$ cat src/rtl/result_scan_pkg.sv
`default_nettype none
// +----------------------------------------------------------------------------+
// | Module   : result_scan_pkg                                                 |
// | Brief    : Mode encodings and select-width helper for result_scan_mux.      |
// | Revision : 1.0                                                             |
// +----------------------------------------------------------------------------+
package result_scan_pkg;

    localparam logic [1:0] MODE_DIRECT = 2'b00;
    localparam logic [1:0] MODE_SCAN   = 2'b01;
    localparam logic [1:0] MODE_HOLD   = 2'b10;
    localparam logic [1:0] MODE_RSVD   = 2'b11;

    // ceil(log2(n)) for n >= 2
    function automatic int calc_selw(input int n);
        int w;
        w = 1;
        for (int i = 1; i < 31; i++) begin
            if ((1 << i) < n) begin
                w = i + 1;
            end
        end
        return w;
    endfunction

endpackage
`default_nettype wire

$ cat src/rtl/scan_counter.sv
`default_nettype none
// +----------------------------------------------------------------------------+
// | Module   : scan_counter                                                    |
// | Brief    : Dwell counter plus channel counter with wrap flag.               |
// | Revision : 1.0                                                             |
// +----------------------------------------------------------------------------+
module scan_counter #(
    parameter int NCH   = 8,
    parameter int DWELL = 4,
    parameter int SELW  = 3
) (
    input  logic            clk,
    input  logic            rst,
    input  logic            i_load,
    input  logic [SELW-1:0] i_load_ch,
    input  logic            i_scan,
    input  logic            i_scan_entry,
    output logic [SELW-1:0] o_ch,
    output logic [SELW-1:0] o_ch_next,
    output logic            o_wrap
);

    localparam int              c_cnt_w    = 16;
    localparam logic [c_cnt_w-1:0] c_cnt_last = c_cnt_w'(DWELL - 1);
    localparam logic [SELW-1:0] c_ch_last  = SELW'(NCH - 1);

    logic [SELW-1:0]    r_ch;
    logic [c_cnt_w-1:0] r_cnt;
    logic               r_wrap;

    logic [c_cnt_w-1:0] w_cnt_eff;
    logic [c_cnt_w-1:0] w_cnt_next;
    logic [SELW-1:0]    w_ch_next;
    logic               w_wrap_next;

    always_comb begin
        // A fresh scan entry starts a full dwell regardless of the frozen count
        w_cnt_eff   = i_scan_entry ? '0 : r_cnt;
        w_cnt_next  = r_cnt;
        w_ch_next   = r_ch;
        w_wrap_next = 1'b0;
        if (i_load) begin
            w_ch_next  = i_load_ch;
            w_cnt_next = '0;
        end else if (i_scan) begin
            if (w_cnt_eff == c_cnt_last) begin
                w_cnt_next = '0;
                // Out-of-range channels left by direct mode also land on 0
                if (r_ch >= c_ch_last) begin
                    w_ch_next   = '0;
                    w_wrap_next = 1'b1;
                end else begin
                    w_ch_next = r_ch + 1'b1;
                end
            end else begin
                w_cnt_next = w_cnt_eff + 1'b1;
            end
        end
    end

    always_ff @(posedge clk) begin
        if (rst) begin
            r_ch   <= '0;
            r_cnt  <= '0;
            r_wrap <= 1'b0;
        end else begin
            r_ch   <= w_ch_next;
            r_cnt  <= w_cnt_next;
            r_wrap <= w_wrap_next;
        end
    end

    assign o_ch      = r_ch;
    assign o_ch_next = w_ch_next;
    assign o_wrap    = r_wrap;

endmodule
`default_nettype wire

$ cat src/rtl/result_scan_mux.sv
`default_nettype none
// +----------------------------------------------------------------------------+
// | Module   : result_scan_mux                                                 |
// | Brief    : Registered channel mux with direct, dwell-scan and hold modes.   |
// | Revision : 1.0                                                             |
// +----------------------------------------------------------------------------+
module result_scan_mux
    import result_scan_pkg::*;
#(
    parameter int NCH   = 8,
    parameter int W     = 7,
    parameter int DWELL = 4,
    parameter int SELW  = calc_selw(NCH)
) (
    input  logic             clk,
    input  logic             rst,
    input  logic [NCH*W-1:0] din,
    input  logic [SELW-1:0]  sel,
    input  logic [1:0]       mode,
    output logic [W-1:0]     dout,
    output logic [SELW-1:0]  ch,
    output logic             chg,
    output logic             wrap
);

    localparam int c_nslots = 1 << SELW;

    logic [c_nslots*W-1:0] w_din_pad;
    logic                  w_direct;
    logic                  w_scan;
    logic                  w_scan_entry;
    logic [SELW-1:0]       w_idx;
    logic [W-1:0]          w_data;
    logic [SELW-1:0]       w_ch_next;

    logic [W-1:0]          r_dout;
    logic                  r_chg;
    logic                  r_was_scan;

    // Zero-filled slots make every out-of-range index read back as 0
    generate
        if (c_nslots == NCH) begin : g_no_pad
            assign w_din_pad = din;
        end else begin : g_pad
            assign w_din_pad = {{((c_nslots - NCH) * W){1'b0}}, din};
        end
    endgenerate

    assign w_direct     = (mode == MODE_DIRECT);
    assign w_scan       = (mode == MODE_SCAN);
    assign w_scan_entry = w_scan && !r_was_scan;
    assign w_idx        = w_direct ? sel : ch;
    assign w_data       = w_din_pad[int'(w_idx) * W +: W];

    scan_counter #(
        .NCH   (NCH),
        .DWELL (DWELL),
        .SELW  (SELW)
    ) u_scan_counter (
        .clk          (clk),
        .rst          (rst),
        .i_load       (w_direct),
        .i_load_ch    (sel),
        .i_scan       (w_scan),
        .i_scan_entry (w_scan_entry),
        .o_ch         (ch),
        .o_ch_next    (w_ch_next),
        .o_wrap       (wrap)
    );

    always_ff @(posedge clk) begin
        if (rst) begin
            r_dout     <= '0;
            r_chg      <= 1'b0;
            r_was_scan <= 1'b0;
        end else begin
            if (w_direct || w_scan) begin
                r_dout <= w_data;
            end
            r_chg      <= (w_ch_next != ch);
            r_was_scan <= w_scan;
        end
    end

    assign dout = r_dout;
    assign chg  = r_chg;

endmodule
`default_nettype wire

$ cat config.mk
export PLATFORM = sky130hd
export DESIGN_NAME = result_scan_mux
export DESIGN_NICKNAME = d
export VERILOG_FILES = /design/src/rtl/result_scan_pkg.sv /design/src/rtl/scan_counter.sv /design/src/rtl/result_scan_mux.sv
export SDC_FILE = /design/constraint.sdc
export NUM_CORES = 1
export LEC_CHECK = 0
export CORE_MARGIN = 2
export CORE_UTILIZATION = 49
export DETAILED_ROUTE_END_ITERATION = 12
export HOLD_SLACK_MARGIN = 0.06
export PLACE_DENSITY_LB_ADDON = 0.2
export SLEW_MARGIN = 20
export SYNTH_ARGS = -nofsm -noshare
export SYNTH_HDL_FRONTEND = slang
export SYNTH_SLANG_ARGS = --single-unit
$ cat constraint.sdc
create_clock -name clk -period 7.82 [get_ports clk]
set_input_delay 1.564 -clock clk [delete_from_list [all_inputs] [get_ports clk]]
set_output_delay 1.564 -clock clk [all_outputs]
set_load 0.005 [all_outputs]
==> impl_metrics.py <==
metrics = {
    "worst_setup_path": {
        "critPathCaptureType": "flop",
        "critical_path.max_fanout": 9,
        "critPathKind": "in2reg",
        "cpLargestDelayFamily": "simple AND/OR/NAND/NOR gates",
        "crit_arrival_ps": 4790,
        "timing.critical_path.cells": "clkdlybuf4s50_1 > or3b_2 > and2_1 > ha_1 > nor3b_1 > and4_1 > o21ai_0 > or4b_1 > a21oi_1",
        "slowest_stage": "sky130_fd_sc_hd__clkdlybuf4s50_1",
        "crit_required_ps": 8020,
        "critPathBufInv": 1,
        "setup.worst_path.start_class": "input pin",
        "timing.critical_path.slowest_cell_delay_ps": 640,
    },
    "logic_synthesis": {
        "post_synth_arst_share_pct": 0,
        "synthFlopType": "sky130_fd_sc_hd__dfxtp_1",
        "largest_family_of_logic_cells_by_synthesized_area": "simple AND/OR/NAND/NOR gates",
        "multiplexer_share_of_the_synthesized_area_pct": 22.56,
        "synth.lib_cells_used.distinct": 56,
        "number_of_synthesized_flops_with_an_enable_pin": 0,
        "synth_adder_area_share_pct": 1.805,
        "post_synthesis_compound_gate_area_fraction_pct": 17.33,
        "yosysWarnings": 0,
        "synth.ff_latch_count": 29,
        "avgSynthCellArea_um2": 9.161,
        "synth-xor-area-share_pct": 0.8424,
        "synth_sequential_area_ratio_pct": 27.92,
        "netlist_instances": 227,
        "syn-cell-area_um2": 2079,
        "synth_simple_gate_area_share_pct": 25.15,
        "synth.net_count": 293,
    },
    "layout": {
        "area_growth_pct": 40.37,
        "post-route-cell-area_um2": 2919,
        "insertedDiodeCount": 0,
        "final_layout_size_suffix_gt1_share_pct": 11.53,
        "most_frequent_cells_in_the_layout": "74 x sky130_fd_sc_hd__clkdlybuf4s50_1, 29 x sky130_fd_sc_hd__dfxtp_1, 22 x sky130_fd_sc_hd__nor2_1, 16 x sky130_fd_sc_hd__nand2_1, 16 x sky130_fd_sc_hd__a21oi_1",
        "most_common_cell_after_layout_fill_and_taps_aside": "sky130_fd_sc_hd__clkdlybuf4s50_1",
        "layout.filler_cells": 322,
        "final_cells": 345,
        "nNetsFinal": 360,
    },
    "min_path": {
        "hold_path_class": "reg2reg",
    },
    "grt": {
        "grt_start_max_net_pins": 18,
        "grt_antenna_before_repair": 0,
        "grt_pass1_vias": 2101,
        "grt_overflow_total": 0,
        "global_route.usage.total_pct": 23.72,
        "grt_first_pass_wirelength_um": 9315,
    },
    "drt": {
        "detail_route.vias_per_cell": 6.162,
        "initialDrtViolationCount": 131,
        "route.detailed.drc": 0,
        "post_dr_wirelength_cell_um": 16.02,
        "wl_um": 5526,
        "detail_route.first_pass.iterations": 4,
        "post_route_antenna_net_violation_count": 0,
        "detailroute.via_count": 2126,
    },
    "timing": {
        "final.period_utilization_pct": 58.73,
        "final_period_minus_worst_setup_slack_ps": 4592,
        "max-slew-margin-rel_pct": 50.29,
        "final.setup.tns_ps": 0,
        "worst-slew-pin-transition_ps": 730.0,
        "timing.final.max_slew_violations": 0,
        "report.final.hold_viol_count": 0,
        "setup_repair_after_global_routing_missed_its_margin": "no",
        "max_freq_ghz": 0.2178,
        "finalSetupViolCount": 0,
        "timing.clock.skew_ps": 5.780,
        "final.hold.worst_slack_ps": 496.5,
    },
    "clock_network": {
        "cts_buffer_depth": 2,
        "postCtsSetupBuffers": 0,
        "cts_resized": 0,
        "cts_inserted_buffers": 5,
        "cts_tree": "yes",
        "path_clk_slew_ps": 60,
        "cts_max_level": 2,
        "clock_sinks": 29,
        "cts-root-buf": "sky130_fd_sc_hd__clkbuf_8",
        "cts-hold-fix-buffers": 0,
        "clk_latency_ps": 280,
    },
    "placement": {
        "dp_hpwl_um": 4276,
        "post-place-cells": 337,
        "placed_cell_area_um2": 2818,
        "final_weighted_congestion_of_routability_driven_global_placement": 0.9272,
        "port_buffers": 74,
    },
    "power_and_ir_drop": {
        "power_density_nw_per_um2": 134.9,
        "power.switching_uw": 98.19,
        "p_sw_share_pct": 24.93,
        "cell_internal_pwr_uw": 295.7,
        "share_seq_of_total_power_pct": 40.2,
        "vdd_drop_max_v": 0.00008780,
        "clockPowerShare_pct": 35.0,
        "share_comb_of_total_power_pct": 24.9,
        "power.leakage_nw": 1.050,
    },
    "job": {
        "number_of_max_cap_violations": 0,
    },
    "floorplan": {
        "starting_utilization_of_the_core_area_pct": 51.61,
        "core.rowCount": 23,
        "coreArea_um2": 4029,
        "fp.dieArea_um2": 4781,
        "design.portCount": 75,
        "floorplan.die.height_um": 69.15,
        "die_x_um": 69.15,
    },
    "run_status": {
        "result_of_the_run": "complete, no violations",
    },
}
[power groups by stage]
stage,sequential (mW),clock (mW),combinational (mW)
5_1_grt,0.159,0.146,0.107
2_1_floorplan,0.160,0,0.0512
6_report,0.158,0.138,0.0980
3_3_place_gp,0.161,0,0.0972
4_1_cts,0.158,0.140,0.0988
3_5_place_dp,0.161,0,0.0985
[per-stage QoR]
stage               total power [mW]  worst slack [ps]  util [%]
floorplan                     0.2113              3926         -
global placement              0.2584              3102     69.94
detailed placement            0.2599              2972     69.94
CTS                           0.3968              3251     72.45
global route                  0.4114              3056     72.45
finish                        0.3939              3228     72.45
[cells in the mapped netlist (3+ instances only)]
cell | count | area (um^2)
sky130_fd_sc_hd__nand3_1 | 6 | 30.03
sky130_fd_sc_hd__a21oi_1 | 16 | 80.08
sky130_fd_sc_hd__ha_1 | 3 | 37.54
sky130_fd_sc_hd__nor4_1 | 3 | 18.77
sky130_fd_sc_hd__dfxtp_1 | 29 | 580.6
sky130_fd_sc_hd__mux2i_1 | 12 | 120.1
sky130_fd_sc_hd__nand4_1 | 7 | 43.79
sky130_fd_sc_hd__o21ai_0 | 8 | 40.04
sky130_fd_sc_hd__nand2_1 | 16 | 60.06
sky130_fd_sc_hd__a211oi_1 | 7 | 52.55
sky130_fd_sc_hd__nand2b_1 | 3 | 18.77
sky130_fd_sc_hd__clkbuf_1 | 7 | 26.28
sky130_fd_sc_hd__buf_2 | 5 | 25.02
sky130_fd_sc_hd__nor2_1 | 22 | 82.58
sky130_fd_sc_hd__a41oi_1 | 3 | 26.28
sky130_fd_sc_hd__nor3_1 | 5 | 25.02
sky130_fd_sc_hd__mux4_2 | 14 | 315.3
sky130_fd_sc_hd__and3_1 | 5 | 31.28
sky130_fd_sc_hd__a31oi_1 | 4 | 25.02
sky130_fd_sc_hd__and4_1 | 4 | 35.03
sky130_fd_sc_hd__and2_1 | 3 | 18.77
sky130_fd_sc_hd__inv_1 | 4 | 15.01
[logic make-up (layout without fill, tap and decap cells)]
kind of cell,after synthesis,count (layout)
compound gates,54,54
xor+xnor,2,2
fa+ha+maj,3,3
buf+inv,20,88
flops,29,29
mux,28,28
simple gates,91,91
[sequential cells by signal (all words and copies together), names as in the netlist]
name,cells
u_scan_counter.o_wrap,1
chg,1
u_scan_counter.o_ch,3
r_was_scan,1
u_scan_counter.r_cnt,16
dout,7
[worst min-delay path, delay by kind of cell (launching register included)]
family	cells	cell delay, ps
flip-flops	1	340
AND/OR/NAND/NOR	1	60
AO/OA/AOI/OAI	1	50
[per-layer routing]
| layer | vias up | routed length (um) | global-route usage, % |
|---|---|---|---|
| met5 | - | 0 | 0 |
| met1 | 988 | 2312 | 27.56 |
| met2 | 114 | 2739 | 41.45 |
| met3 | 10 | 386 | 6.871 |
| met4 | 0 | 87 | 8.279 |
| li1 | 1014 | - | - |
[path summary, 6_finish.rpt]
check	cells past startpoint	startpoint	end	slack (ps)
min	2	u_scan_counter.r_cnt[1]	u_scan_counter.r_cnt[1]	500
max reg2reg	8	r_was_scan	u_scan_counter.r_cnt[11]	4690
max	9	mode[0]	u_scan_counter.r_cnt[11]	3230
min reg2reg	2	u_scan_counter.r_cnt[1]	u_scan_counter.r_cnt[1]	500
[cell type report]
type	instances	area, um^2	share of cell area (%)
repair buffers	75	748.2	25.63
clock inverters	1	5.005	0.1715
multi-input cells	178	1408	48.22
inverters	5	18.77	0.6429
clock buffers	7	96.34	3.300
flip-flops and latches	29	580.6	19.89
well taps	50	62.56	2.143
Note: power is estimated with default switching activity, not from simulation.
